--- config.mk ---
export PLATFORM = sky130hd
export DESIGN_NAME = regfile_multiport
export DESIGN_NICKNAME = d
export VERILOG_FILES = /design/src/rtl/regfile_pkg.sv /design/src/rtl/regfile_clear_seq.sv /design/src/rtl/regfile_multiport.sv
export SDC_FILE = /design/constraint.sdc
export NUM_CORES = 1
export LEC_CHECK = 0
export ABC_CLOCK_PERIOD_IN_PS = 11150
export BUFFER_PORTS_ARGS = -buffer_cell sky130_fd_sc_hd__buf_4
export CORE_MARGIN = 2
export CORE_UTILIZATION = 38
export CTS_CLUSTER_SIZE = 16
export DETAILED_ROUTE_END_ITERATION = 8
export GPL_ROUTABILITY_DRIVEN = 0
export PLACE_DENSITY = 0.63
export REMOVE_ABC_BUFFERS = 1
export SYNTH_ARGS = -nofsm -noshare
export SYNTH_HDL_FRONTEND = slang
export SYNTH_HIERARCHICAL = 1
export SYNTH_SLANG_ARGS = --single-unit
--- constraint.sdc ---
create_clock -name clk -period 11.15 [get_ports clk]
set_input_delay 2.7875 -clock clk [delete_from_list [all_inputs] [get_ports clk]]
set_output_delay 2.7875 -clock clk [all_outputs]
set_load 0.02 [all_outputs]
--- src/rtl/regfile_pkg.sv ---
// Shared types and helpers for the multi-read-port register file.
// Holds the clear/ready state encoding and the depth calculation.
package regfile_pkg;

   typedef enum logic {
      CLEAR = 1'b0,
      READY = 1'b1
   } rf_state_t;

   function automatic int calc_depth(input int addr_width);
      return 1 << addr_width;
   endfunction

endpackage

--- src/rtl/regfile_clear_seq.sv ---
// Reset sequencer: walks every entry once after reset, writing zero; 1 entry/cycle, DEPTH cycles.
// External writes arriving during the walk are dropped and flagged one cycle later on o_wr_drop.
module regfile_clear_seq
   import regfile_pkg::*;
#(
   parameter int ADDR_WIDTH = 5
) (
   input  logic                  clk,
   input  logic                  rst,
   input  logic                  i_wen,
   output logic                  o_busy,
   output logic                  o_wr_drop,
   output logic                  o_clr_we,
   output logic [ADDR_WIDTH-1:0] o_clr_addr
);

   localparam int DEPTH = calc_depth(ADDR_WIDTH);
   localparam int CNT_W = ADDR_WIDTH + 1;

   rf_state_t        r_state;
   logic [CNT_W-1:0] r_cnt;
   logic             r_busy;
   logic             r_wr_drop;

   always_ff @(posedge clk) begin
      if (rst) begin
         r_state   <= CLEAR;
         r_cnt     <= '0;
         r_busy    <= 1'b1;
         r_wr_drop <= 1'b0;
      end else begin
         case (r_state)
            CLEAR: begin
               r_cnt     <= r_cnt + CNT_W'(1);
               r_wr_drop <= i_wen;
               if (r_cnt == CNT_W'(DEPTH - 1)) begin
                  r_state <= READY;
                  r_busy  <= 1'b0;
               end
            end
            READY: begin
               r_wr_drop <= 1'b0;
            end
            default: begin
               r_state <= CLEAR;
               r_cnt   <= '0;
               r_busy  <= 1'b1;
            end
         endcase
      end
   end

   // No array write while reset is held, so the walk always restarts cleanly at entry 0.
   assign o_clr_we   = (r_state == CLEAR) && !rst;
   assign o_clr_addr = r_cnt[ADDR_WIDTH-1:0];
   assign o_busy     = r_busy;
   assign o_wr_drop  = r_wr_drop;

endmodule

--- src/rtl/regfile_multiport.sv ---
// Integer register file: one write port, NUM_READ combinational read ports, optional bypass and zero register.
// Reads 0 while the post-reset clear runs; writes during the clear are dropped and flagged on wr_drop.
module regfile_multiport
   import regfile_pkg::*;
#(
   parameter int ADDR_WIDTH = 5,
   parameter int DATA_WIDTH = 32,
   parameter int NUM_READ   = 2,
   parameter int BYPASS     = 1,
   parameter int ZERO_REG   = 1
) (
   input  logic                           clk,
   input  logic                           rst,
   input  logic                           wen,
   input  logic [ADDR_WIDTH-1:0]          waddr,
   input  logic [DATA_WIDTH-1:0]          wdata,
   input  logic [NUM_READ*ADDR_WIDTH-1:0] raddr,
   output logic [NUM_READ*DATA_WIDTH-1:0] rdata,
   output logic                           busy,
   output logic                           wr_drop
);

   localparam int DEPTH = calc_depth(ADDR_WIDTH);

   logic [DATA_WIDTH-1:0] r_rf [DEPTH];

   logic                  w_busy;
   logic                  w_clr_we;
   logic [ADDR_WIDTH-1:0] w_clr_addr;
   logic                  w_zero_hit;
   logic                  w_ext_we;
   logic                  w_we;
   logic [ADDR_WIDTH-1:0] w_waddr;
   logic [DATA_WIDTH-1:0] w_wdata;

   regfile_clear_seq #(
      .ADDR_WIDTH (ADDR_WIDTH)
   ) u_clear_seq (
      .clk        (clk),
      .rst        (rst),
      .i_wen      (wen),
      .o_busy     (w_busy),
      .o_wr_drop  (wr_drop),
      .o_clr_we   (w_clr_we),
      .o_clr_addr (w_clr_addr)
   );

   assign busy       = w_busy;
   assign w_zero_hit = (ZERO_REG != 0) && (waddr == '0);
   assign w_ext_we   = wen && !w_busy && !rst && !w_zero_hit;
   assign w_we       = w_clr_we || w_ext_we;
   assign w_waddr    = w_clr_we ? w_clr_addr : waddr;
   assign w_wdata    = w_clr_we ? '0 : wdata;

   // Storage carries no reset so it can map onto RAM/LUTRAM.
   always_ff @(posedge clk) begin
      if (w_we) begin
         r_rf[w_waddr] <= w_wdata;
      end
   end

   for (genvar g = 0; g < NUM_READ; g++) begin : g_rd
      logic [ADDR_WIDTH-1:0] w_ra;
      logic [DATA_WIDTH-1:0] w_rd;

      assign w_ra = raddr[g*ADDR_WIDTH +: ADDR_WIDTH];

      always_comb begin
         w_rd = r_rf[w_ra];
         if (w_busy) begin
            w_rd = '0;
         end else if ((ZERO_REG != 0) && (w_ra == '0)) begin
            w_rd = '0;
         end else if ((BYPASS != 0) && wen && (w_ra == waddr)) begin
            w_rd = wdata;
         end
      end

      assign rdata[g*DATA_WIDTH +: DATA_WIDTH] = w_rd;
   end

endmodule

# Word level (Yosys, flattened, before mapping)
# Memories as Yosys holds them, arrays and structs flattened.
# Index checks and enable logic that the tools add are counted.
# totals
in_bits	50
ramBits	1024
elab_cells	37
out_inout_bits	66
reg_bits	9
memories	1
# memory_table
name	depth	word_bits	read_ports	rd_clocked_by_memory_dff	write_ports	line_no	text
r_rf	32	32	2	0	1	regfile_multiport.sv:25	logic [DATA_WIDTH-1:0] r_rf [DEPTH];
# classes
add_sub_neg	1
mux	13
reduce_logical	14
eq_ne	3
bitwise_logic	1
# op_table
operator	count
two-way mux 32 bit	7
zero test 5 bit	3
== test 5 bit	2
adder 6 x 1 -> 6 bit (second input constant)	1
== test 6 x 5 -> 1 bit (second input constant)	1
logical AND 1 bit	6
two-way mux 5 bit	1
two-way mux 1 bit	4
zero test 1 bit	3
case mux 1 bit (2 select lines)	1
AND reduction 2 bit	1
logical OR 1 bit	1
inverter 1 bit	1

# Logic depth before layout (Yosys ltp)
# depth
word_depth	7
depth_mapped	8
ltp_nobuf	5

# Hierarchy
# Netlist, hierarchy kept.
# modules_own_cells
module	seq_area_each_um2	area_per_inst_um2	cells_each	n_inst
regfile_multiport	30749.5	48053.6	2503	1
regfile_clear_seq	180.2	402.9	41	1

# Worst setup path after synthesis
# No wires, ideal clock.
# synth_path
path_kind	input to output
start	input port raddr[7]
end	output port rdata[62]
required_ps	8363
cell_stages	7
arrival_ps	4533
n_path_buf	2
setup_slack_ps	3830
cell_sequence	buf_2 > clkbuf_1 > and2_1 > a221oi_1 > o21ai_1 > nor4bb_1 > nor4_1
# synth_via
elab_chain_len	5
word_cells_on_any_way	7
cone_classes	eq/ne: 1; mux: 3; reduce/logical: 2; memory: 1
# synth_lines
item	line_no	text
from (decl)	regfile_multiport.sv:17	input logic [NUM_READ*ADDR_WIDTH-1:0] raddr,
parallel branches: the longest is 3 deep, another holds memory (32 x 32 bit)	-	
two-way mux 32 bit *	regfile_multiport.sv:72	end else if ((ZERO_REG != 0) && (w_ra == '0)) begin
two-way mux 32 bit *	regfile_multiport.sv:70	if (w_busy) begin
to (decl)	regfile_multiport.sv:18	output logic [NUM_READ*DATA_WIDTH-1:0] rdata,
# Every way passes the cells marked *.

# Worst setup path in the final report
# layout_path
start	input port raddr[5]
end	output port rdata[61]
# Same word-level chain as after synthesis.

==> impl_results.md <==
* Final Hold Vio Count at 0
* Core box area at 0.127 sq mm
* Worst Path Arrival at 6.20 ns
* Ys async rst share at 0%
* CP endpoint kind: output port
* HP Class: register to register
* Root Buffer: clkbuf_16
* Largest net degree at the start of global routing at 111
* Slew @ Worst Pin at 1.29 ns
* DR pass1 iterations at 7
* CP Max Fanout at 48
* Initial DRC Count at 3850
* Cts-stage hold buffer count at 0
* Routed via count at 28832
* Gr usage total at 23.2%
* Overall Power at 8530 uW
* Initial core utilization at 38.1%
* Setup crit start kind: input port
* Die Width at 361 um
* Number of cells produced by synthesis at 2544
* Most common cell after layout, fill and taps aside: edfxtp_1
* CTS sink count at 1033
* Clock Latency Late Sink at 0.69 ns
* PD cells at 155 mW/mm^2
* Synth Register Bits at 1033
* Post-CTS setup buffers at 0
* Mapped Area at 0.0485 sq mm
* Post_cts resized at 0
* Slew Limit Fails at 0
* Max-Cap Viols at 0
* Area leader, netlist: edfxtp_1
* Worst rel slew slack at 13.8%
* Drt total wl at 153 mm
* Die area at 0.130 sq mm
* Rows at 131
* Routed vias/inst at 6.56
* Setup violators final at 0
* Vias in the first global route at 29608
* Layout cell share with drive strength beyond 1 at 31.9%
* Synth cell types at 46
* Worst-path cell chain: buf_8 > buf_4 > nor3_1 > a211oi_1 > o21ai_4 > buf_4 > a211oi_1 > a211o_1 > buf_4
* Crit path largest cell delay at 0.78 ns
* Post-layout min period at 8.99 ns
* Nets@finish at 2694
* Layout area overhead at 13.2%
* Primary FF master, synth: edfxtp_1
* Largest cells by area after synthesis: edfxtp_1 (63%), mux4_2 (21%), mux2i_1 (3.4%), a22oi_1 (1.5%), a221oi_1 (1.1%)
* Post-synthesis sequential area ratio at 63.8%
* Critical Path RT at 8.36 ns
* CTS tree: built
* H-tree levels at 3
* Synth Area per Inst at 19.0 sq um
* Initial antenna violation count at 5
* Dpl hpwl at 87.1 mm
* Clock-pin slew on the worst setup and hold paths at 0.06 ns
* Final setup TNS at 0 ns
* Inserted Clock Buffers at 106
* Number of synthesized flops with an enable pin at 1024
* Most common cell on crit path: buf_4
* RSZ-0062 raised after global routing: false
* Final std cells w/o fill at 4393
* Crit Path Category: input port to output port
* DRC Markers at 0
* Most frequent cells in the layout: edfxtp_1 (1024), mux4_2 (448), buf_4 (199)
* Average wire per standard cell at 34.9 um
* CP top delay family: compound AO/OA/AOI/OAI gates
* Die Y-Extent at 361 um
* Placed Cells at 4197
* Layout Utilization at 43.2%
* IO Port Bufs at 115
* First-pass GRT wire length at 217 mm
* Post-route ant nets at 0
* Clk_skew at 0.0271 ns
* Status: finished clean
* Warnings, synthesis at 6
* Largest vdd supply drop at 120 uV
* Hold WS at 0.592 ns
* Grt total ovfl at 0
* Post-synth top area share at 63.5%
* CP Buf/Inv Count at 4
* Pleak at 0.0176 uW
* Crit-path slowest cell: a211oi_1
* Crit share post-route at 80.6%
* I/O pins at 116
* Max clock buf depth at 3
* F_max at 111 MHz
registers in the layout, summed over array words and instances, names as in the netlist:
| register | flops |
|---|---|
| u_clear_seq/o_busy | 1 |
| u_clear_seq/r_cnt | 6 |
| u_clear_seq/o_wr_drop | 1 |
| r_rf | 1024 |
| u_clear_seq/r_state | 1 |
through the flow:
stage               instance area (sq um)  worst slack (ns)
global placement                    51500              2.31
global route                        54900              1.97
CTS                                 54900              2.28
detailed placement                  51500              2.28
finish                              54900              2.16
floorplan                           47300              2.38
cells by family after synthesis:
logic type / share of synthesized area (%)
simple gates: 2.10
buf+inv: 2.40
flops: 63.8
compound gates: 7.10
xor+xnor: 0.253
mux: 24.3
fa+ha+maj: 0.0258
worst min-delay path, stage by stage, from the launching register on:
cell and delay [ns]:
dfxtp_1 0.35, xor2_1 0.15, nor2_1 0.05
layout make-up:
type	instances	area, sq um
sequential	1033	30900
tap	1662	2080
timing repair buffer	212	1720
clock buffer	129	2780
fill	10751	72200
inverter	4	15.0
clock inverter	66	618
antenna	1	2.50
multi-input combinational	1286	16700
power breakdown:
| group | total [uW] | switching (uW) | internal [uW] | leakage [uW] |
|---|---|---|---|---|
| sequential | 4320 | 15.0 | 4310 | 0.00944 |
| combinational | 693 | 430 | 263 | 0.00653 |
| clock | 3510 | 1510 | 2000 | 0.00166 |
synth_stat cells, drive strengths merged, types with 2 or more instances:
| library cell | number |
|---|---|
| o21ai | 37 |
| o22ai | 64 |
| a211oi | 64 |
| a221oi | 63 |
| o21bai | 31 |
| or2 | 3 |
| o2111a | 32 |
| clkbuf | 94 |
| a21oi | 36 |
| nor2b | 69 |
| nor2 | 50 |
| a22oi | 95 |
| buf | 127 |
| nor3 | 2 |
| nand2 | 19 |
| xor2 | 6 |
| o32ai | 4 |
| dfxtp | 9 |
| nand3 | 34 |
| nand2b | 6 |
| mux2 | 3 |
| mux2i | 164 |
| inv | 4 |
| xnor2 | 8 |
| and2 | 4 |
| a211o | 31 |
| nor4 | 3 |
| and4b | 2 |
| mux4 | 448 |
| edfxtp | 1024 |
path summary, 6_finish.rpt:
path	start	endpoint	slack, ns	cells past startpoint
worst max-delay path	raddr[5]	rdata[61]	2.16	9
worst min-delay path	u_clear_seq/r_cnt[0]	u_clear_seq/r_cnt[0]	0.59	2
worst max register to register	u_clear_seq/r_state	r_rf[18][16]	7.07	7
worst min register to register	u_clear_seq/r_cnt[0]	u_clear_seq/r_cnt[0]	0.59	2
layer usage:
metal	up-vias	share of wire (%)	GRT usage (%)
met1	15326	37	29.7
met5	-	0.0046	0
met3	391	9.3	4.32
li1	11295	-	-
met4	2	5.5	12.3
met2	1818	48	37.7
Note: power is estimated with default switching activity, not from simulation.
